--- config.mk ---
export PLATFORM = sky130hd
export DESIGN_NAME = flash_burst_reader
export DESIGN_NICKNAME = d
export VERILOG_FILES = /design/src/rtl/flash_pkg.sv /design/src/rtl/flash_byte_packer.sv /design/src/rtl/flash_burst_reader.sv
export SDC_FILE = /design/constraint.sdc
export NUM_CORES = 1
export LEC_CHECK = 0
export BUFFER_PORTS_ARGS = -buffer_cell sky130_fd_sc_hd__buf_2
export CAP_MARGIN = 20
export CORE_UTILIZATION = 52
export DETAILED_ROUTE_END_ITERATION = 10
export GPL_TIMING_DRIVEN = 0
export PLACE_DENSITY_LB_ADDON = 0.08
export SLEW_MARGIN = 30
export SYNTH_ARGS = -nofsm -noshare
export SYNTH_HDL_FRONTEND = slang
export SYNTH_SLANG_ARGS = --single-unit
export TNS_END_PERCENT = 100
--- constraint.sdc ---
create_clock -name clk -period 2.3 [get_ports clk]
set_clock_uncertainty 0.2 [all_clocks]
set_input_delay 0.115 -clock clk [delete_from_list [all_inputs] [get_ports clk]]
set_output_delay 0.115 -clock clk [all_outputs]
set_load 0.05 [all_outputs]
--- src/rtl/flash_pkg.sv ---
// Shared definitions for the flash burst read path.
package flash_pkg;
  localparam int FLASH_ADDR_W = 24;
  localparam int WORD_BYTES = 4;

  typedef enum logic [2:0] {
    S_IDLE,
    S_REQ,
    S_RELEASE,
    S_EMIT,
    S_DONE
  } fbr_state_e;
endpackage

--- src/rtl/flash_byte_packer.sv ---
// Packs single flash bytes little-endian into one output word.
// Tracks the lane count and the matching byte-keep mask.
module flash_byte_packer
  import flash_pkg::*;
(
  input  logic                    clk,
  input  logic                    i_rst,
  input  logic                    i_clr,
  input  logic                    i_wr,
  input  logic [7:0]              i_byte,
  output logic [8*WORD_BYTES-1:0] o_data,
  output logic [WORD_BYTES-1:0]   o_keep,
  output logic [2:0]              o_lane
);

  logic [8*WORD_BYTES-1:0] r_data;
  logic [WORD_BYTES-1:0]   r_keep;
  logic [2:0]              r_lane;

  always_ff @(posedge clk) begin
    if (i_rst || i_clr) begin
      r_data <= '0;
      r_keep <= '0;
      r_lane <= '0;
    end else if (i_wr) begin
      r_data[{r_lane[1:0], 3'b000} +: 8] <= i_byte;
      r_keep[r_lane[1:0]] <= 1'b1;
      r_lane <= r_lane + 3'd1;
    end
  end

  assign o_data = r_data;
  assign o_keep = r_keep;
  assign o_lane = r_lane;

endmodule

--- src/rtl/flash_burst_reader.sv ---
// Multi-byte flash read sequencer: one single-byte read per address,
// bytes packed into 32-bit words on a valid/ready stream.
module flash_burst_reader
  import flash_pkg::*;
#(
  parameter int LEN_W = 16
) (
  input  logic                    clk,
  input  logic                    rstn,
  input  logic                    req_valid,
  output logic                    req_ready,
  input  logic [FLASH_ADDR_W-1:0] req_addr,
  input  logic [LEN_W-1:0]        req_len,
  output logic                    busy,
  output logic                    done,
  output logic                    flash_valid,
  output logic [FLASH_ADDR_W-1:0] flash_addr,
  input  logic [7:0]              flash_data,
  input  logic                    flash_ready,
  output logic                    out_valid,
  input  logic                    out_ready,
  output logic [31:0]             out_data,
  output logic [3:0]              out_keep,
  output logic                    out_last
);

  fbr_state_e r_state;
  fbr_state_e w_next;

  logic [FLASH_ADDR_W-1:0] r_addr;
  logic [LEN_W-1:0]        r_rem;
  logic                    r_last;

  logic       w_accept;
  logic       w_cap;
  logic       w_clr;
  logic       w_to_emit;
  logic [2:0] w_lane;

  // !flash_ready keeps a byte from an aborted read out of a new burst
  assign req_ready = (r_state == S_IDLE) && !flash_ready;

  always_comb begin
    w_next    = r_state;
    w_accept  = 1'b0;
    w_cap     = 1'b0;
    w_clr     = 1'b0;
    w_to_emit = 1'b0;
    unique case (r_state)
      S_IDLE: begin
        if (req_valid && req_ready) begin
          w_accept = 1'b1;
          w_clr    = 1'b1;
          w_next   = (req_len == '0) ? S_DONE : S_REQ;
        end
      end
      S_REQ: begin
        if (flash_ready) begin
          w_cap  = 1'b1;
          w_next = S_RELEASE;
        end
      end
      S_RELEASE: begin
        if (!flash_ready) begin
          if (w_lane == 3'd4 || r_rem == '0) begin
            w_to_emit = 1'b1;
            w_next    = S_EMIT;
          end else begin
            w_next = S_REQ;
          end
        end
      end
      S_EMIT: begin
        if (out_ready) begin
          w_clr  = 1'b1;
          w_next = r_last ? S_DONE : S_REQ;
        end
      end
      S_DONE: w_next = S_IDLE;
      default: w_next = S_IDLE;
    endcase
  end

  always_ff @(posedge clk) begin
    if (rstn) begin
      r_state <= S_IDLE;
      r_addr  <= '0;
      r_rem   <= '0;
      r_last  <= 1'b0;
    end else begin
      r_state <= w_next;
      if (w_accept) begin
        r_addr <= req_addr;
        r_rem  <= req_len;
        r_last <= 1'b0;
      end
      if (w_cap) begin
        r_addr <= r_addr + 1'b1;
        r_rem  <= r_rem - 1'b1;
      end
      if (w_to_emit) r_last <= (r_rem == '0);
    end
  end

  flash_byte_packer u_packer (
    .clk    (clk),
    .i_rst  (rstn),
    .i_clr  (w_clr),
    .i_wr   (w_cap),
    .i_byte (flash_data),
    .o_data (out_data),
    .o_keep (out_keep),
    .o_lane (w_lane)
  );

  assign busy        = (r_state != S_IDLE);
  assign done        = (r_state == S_DONE);
  assign flash_valid = (r_state == S_REQ);
  assign flash_addr  = r_addr;
  assign out_valid   = (r_state == S_EMIT);
  assign out_last    = r_last;

endmodule
**Word-level counts from Yosys, hierarchy flattened**

Cells that the tools add are included.

- Shift-type cells: 2
- Add/sub/neg operators: 4
- Eq/ne operators: 9
- Reduce and logical (&&, ||, !) cells: 13
- Mux-type cells: 26
- Bitwise gates (word level): 1
- Magnitude comparators: 2

Operators with widths:

| cell | number |
|---|---|
| 24-bit two-way mux | 2 |
| 32-bit bitwise mux | 1 |
| 16-bit logical NOT | 2 |
| 16-bit two-way mux | 2 |
| 8-bit by 7-bit variable shift with 32-bit output, first input constant | 1 |
| 8-bit by 7-bit variable part select with 32-bit output | 1 |
| 24-bit by 1-bit adder with 24-bit output, second input constant | 1 |
| 3-bit two-way mux | 6 |
| 16-bit by 1-bit subtractor with 16-bit output, second input constant | 1 |
| 3-bit case mux with 4 select lines | 1 |
| 1-bit two-way mux | 11 |
| 5-bit negation with 7-bit output | 1 |
| 3-bit by 2-bit equality test with 1-bit output, second input constant | 2 |
| 3-bit equality test, second input constant | 2 |
| 2-bit by 1-bit != test with 1-bit output, second input constant | 3 |
| 4-bit bitwise OR | 1 |
| 4-bit AND reduction | 1 |
| 2-bit nonzero test | 2 |
| 3-bit by 1-bit adder with 3-bit output, second input constant | 1 |
| 3-bit by 1-bit equality test with 1-bit output, second input constant | 1 |
| 1-bit logical AND | 3 |
| 3-bit logical NOT | 1 |
| 2-bit by 3-bit less-than comparator with 1-bit output, second input constant | 1 |
| 3-bit nonzero test | 1 |
| other kinds (7) | 8 |

- Register bits: 83
- Output and inout port bits: 66
- Logic and storage cells: 64

**Longest topological paths before layout**

- Word-level depth: 7
- Gate-level depth with buffers: 7
- Depth with buffers taken out: 5

**Modules after synthesis**

From an unflattened synthesis, not the netlist that was laid out.

- Cells, all modules: 505
- Area, all modules: 4,131.5 sq um

Modules (own cells, without submodules):

| module | cells an instance | times used | area an instance (sq um) |
|---|---|---|---|
| flash_burst_reader | 335 | 1 | 2,549.9 |
| flash_byte_packer | 170 | 1 | 1,581.5 |

**Worst setup path after synthesis**

Ideal clock, no wire load.

- Path type: reg2reg
- From: register r_addr[0] (netlist: flash_addr[0])
- To: register r_addr[22] (netlist: flash_addr[22])
- Arrival: 2,231 ps
- Cell stages (with the launch flop): 6
- Slack: -205 ps
- Setup time: 74 ps
- Data required time: 2,026 ps
- Period minus slack after synthesis: 2,505 ps
- Cells stage by stage: dfxtp_1 ha_1 nand4_1 or4_1 or4_1 a31oi_1

- Cells in the longest elaborated chain, start to end: 2

RTL lines:

| item | RTL line | source |
|---|---|---|
| from (decl) | flash_burst_reader.sv:30 | `logic [FLASH_ADDR_W-1:0] r_addr;` |
| from (signal assigned) | flash_burst_reader.sv:93 | `r_addr <= req_addr;` |
| from (signal assigned) | flash_burst_reader.sv:98 | `r_addr <= r_addr + 1'b1;` |
| 24-bit by 1-bit adder with 24-bit output | flash_burst_reader.sv:98 |  |
| 24-bit two-way mux | flash_burst_reader.sv:97 | `if (w_cap) begin` |

Every way passes these cells.
A chain may end at the register's enable or synchronous reset.

**Worst setup path in the final report**

- From: register r_rem[7]
- To: register r_rem[13]

- Cells in the longest elaborated chain, start to end: 2

RTL lines:

| item | RTL line | source |
|---|---|---|
| from (decl) | flash_burst_reader.sv:31 | `logic [LEN_W-1:0] r_rem;` |
| from (signal assigned) | flash_burst_reader.sv:94 | `r_rem <= req_len;` |
| from (signal assigned) | flash_burst_reader.sv:99 | `r_rem <= r_rem - 1'b1;` |
| 16-bit by 1-bit subtractor with 16-bit output | flash_burst_reader.sv:99 |  |
| 16-bit two-way mux | flash_burst_reader.sv:97 |  |

Every way passes these cells.

==> run metrics <==
ys async rst share=0%; Min Clock Period, post-route=2.222 ns; Post-Route WL=13.66 mm; TritonCTS clock tree=done; clk_lat worst skew=0.37 ns; CP max stage delay=0.57 ns; Flop pwr share=44.9%; synth warn=0; Synth Area in Compound Gates=21.94%; final-report hold violation count=0; GRT overflow=0; iteration count of the initial detailed-routing pass=5; die area=8367 µm²; P&R area growth vs syn=35.77%; count leader, synth=dfxtp_1; CP endpoint kind=flip-flop; unrepaired setup endpoints after global routing=true; Avg Inst Size Synth=7.914 µm²; synthesized flop and latch total=83; sequential area share after synthesis=39.92%; Post-Synth Adder-Cell Area=3.006%; Pint=2.309 mW; Cell Rows=32; drt initial violations=307; Final Util=73.14%; crit share post-route=96.61%; register area=1678 µm²; Leak=2.202 nW; Area contributors post-synth=dfxtp_1 40%, nand2_1 6.9%, a21oi_1 6.7%; total CTS buffers=9; CP Class=reg2reg; mux contribution to synthesized area=0.2705%; worst slew pin tran=0.6736 ns; crit start category=flip-flop; clk sink count=83; Die X=91.47 µm; GPL Wtd Cong=0.8887; core footprint=7727 µm²; switch share=36.84%; pwr dens=646.8 nW/µm²; XOR/XNOR Fraction of Synth Area=0.2104%; first-pass GRT wire length=21.69 mm; Max Fanout on Critical Path=6; top-area cell type share of the netlist area=39.92%; Most used DFF post-synth=dfxtp_1; clk root buf=clkbuf_8; DRC Markers=0; Max Freq=450.0 MHz; Synth Instances=526; # fillers=644; drt via density=6.105; status=complete, no violations; total power=3.656 mW; initial antenna violation count=0; starting density of the core=53.87%; endpoints failing setup=0; switching pwr=1.347 mW; combinational power share=27.7%; critical path's top delay family=simple AND/OR/NAND/NOR gates; Inserted Diodes=0; post-synthesis instance area=4163 µm²; largest net degree at the start of global routing=16; Max Cap Violations=0; clk slew on worst S/H paths=0.09 ns; Slowest-stage cell, CP=or4_4; synth cell count leaders=83 x dfxtp_1, 77 x nand2_1, 56 x a21oi_1; Via Count=4,939; CP cell instances=or4_4 -> or3_1 -> or4_1 -> a31oi_1; fraction of layout cells with a size suffix above 1=25.74%; Clock Power Share=27.4%; synthesized net count=589; Multi-input gate area=2389 µm²; Rel. slew slack=54.75%; post-route non-filler standard cell count=809; EDFF count, synth=0; DRT antenna net count=0; Simple-Gate Fraction of Synth Area=30.39%; largest family of logic cells by synthesized area=simple AND/OR/NAND/NOR gates; dpl cells=745; leading area contributor after synthesis=dfxtp_1; max-slew violations=0; Cell variety after synth=48; Hold Crit Class=in2reg; critical path data arrival time=2.32 ns; worst vdd ir=326.0 µV; Total GRT Usage=32.56%; hpwl dp=9.275 mm; final net count=765; R2R setup slack=0.08 ns; vias in the first global route=4,625; DR WL/cell=16.89 µm; Buf/Inv on CP=0; Worst Path Required=2.40 ns; H-tree depth=3; IO Pins=119; DIE HEIGHT=91.47 µm; count of input and output buffers=117; Max Buffers Root-to-Sink=2
metrics by stage:
stage / setup TNS (ns) / cell area [µm²] / hold WS (ns) / setup slack (ns)
after CTS: -1.933 / 5567 / 0.0002404 / -0.1378
after floorplan: 0 / 4177 / 0.05780 / 0.005674
final: 0 / 5652 / 0.008253 / 0.07797
after detailed placement: -6.119 / 4890 / 0.1729 / -0.3255
after global placement: -4.267 / 4890 / 0.1668 / -0.2952
after global routing: -0.1054 / 5652 / 0.02055 / -0.05410
cells in the final DEF, fill, tap and decap left out, types with 3 or more instances in the layout:
master | Yosys | routed
dfxtp_2 | 0 | 13
and4_1 | 4 | 4
o211ai_1 | 10 | 10
clkinvlp_4 | 0 | 3
clkbuf_8 | 0 | 10
dfxtp_1 | 83 | 70
clkbuf_1 | 27 | 15
nor3_1 | 12 | 10
o221ai_1 | 4 | 4
ha_1 | 10 | 9
a32oi_1 | 3 | 3
buf_4 | 0 | 3
a31oi_1 | 30 | 30
or4_1 | 14 | 13
o21ai_0 | 5 | 5
a2bb2oi_1 | 4 | 4
and3_1 | 9 | 9
nand2_1 | 77 | 75
nand3_1 | 50 | 50
buf_2 | 4 | 121
nand4_1 | 8 | 8
nor4_1 | 7 | 7
inv_1 | 11 | 11
and2_1 | 6 | 6
a221oi_1 | 4 | 4
or3_1 | 18 | 18
a21oi_1 | 56 | 55
dlygate4sd3_1 | 0 | 47
nand3b_1 | 4 | 4
o311ai_0 | 9 | 8
nor2_1 | 21 | 21
buf_1 | 4 | 3
clkbuf_2 | 0 | 9
a211oi_1 | 3 | 3
state kept, by name, indices dropped and copies added, names as in the netlist:
register and flops:
u_packer.o_data 32, r_rem 16, u_packer.o_lane 3, r_state 3, flash_addr 24, out_last 1, u_packer.o_keep 4
power by group through the flow:
stage | clock network, mW | logic [mW] | registers, mW
global route | 1.07 | 1.08 | 1.66
floorplan | 0 | 0.486 | 1.80
global placement | 0 | 0.883 | 1.66
detailed placement | 0 | 0.897 | 1.67
CTS | 1.01 | 0.967 | 1.63
finish | 1.00 | 1.01 | 1.64
logic make-up after synthesis:
kind of cell,after synthesis
xor gates and xnor gates,1
buffers and inverters,46
muxes,1
AOI/OAI and AO/OA,141
adders and majority gates,10
DFF,83
and+or+nand+nor,244
repair_timing:
action | 4_1_cts | 5_1_grt
hold buffers | 47 | 0
hold endpoints to repair | 71 | 0
resized for setup | 11 | 30
cloned | 0 | 0
endpoints found under the setup margin | 69 | 57
buffers inserted | 0 | 2
pin swaps | 0 | 2
final timing paths:
| check | from | endpoint | cells past startpoint |
|---|---|---|---|
| min reg2reg | u_packer.o_data[23] | u_packer.o_data[23] | 2 |
| max reg2reg | r_rem[7] | r_rem[13] | 4 |
| max | r_rem[7] | r_rem[13] | 4 |
| min | req_addr[17] | flash_addr[17] | 4 |
routing by layer:
metal	wire, µm	GRT usage [%]	part of all wire [%]
met1	5377	37.15	39
met2	6916	59.21	51
met3	911	4.104	6.7
met4	455	16.27	3.3
met5	0	0	0
worst min-delay path: stages:
cell and delay [ns]:
buf_2 0.07, and3_1 0.15, a31oi_1 0.05, o221ai_1 0.15
final cells by class:
| type | instances | area share, % |
|---|---|---|
| multi-input combinational | 397 | 42.26 |
| clock buffer | 10 | 2.435 |
| tap | 102 | 2.258 |
| buffer | 34 | 2.812 |
| timing repair buffer | 166 | 18.95 |
| clock inverter | 6 | 0.8634 |
| inverter | 11 | 0.7306 |
| sequential | 83 | 29.69 |
No activity file was read; power rests on OpenSTA's default activity.
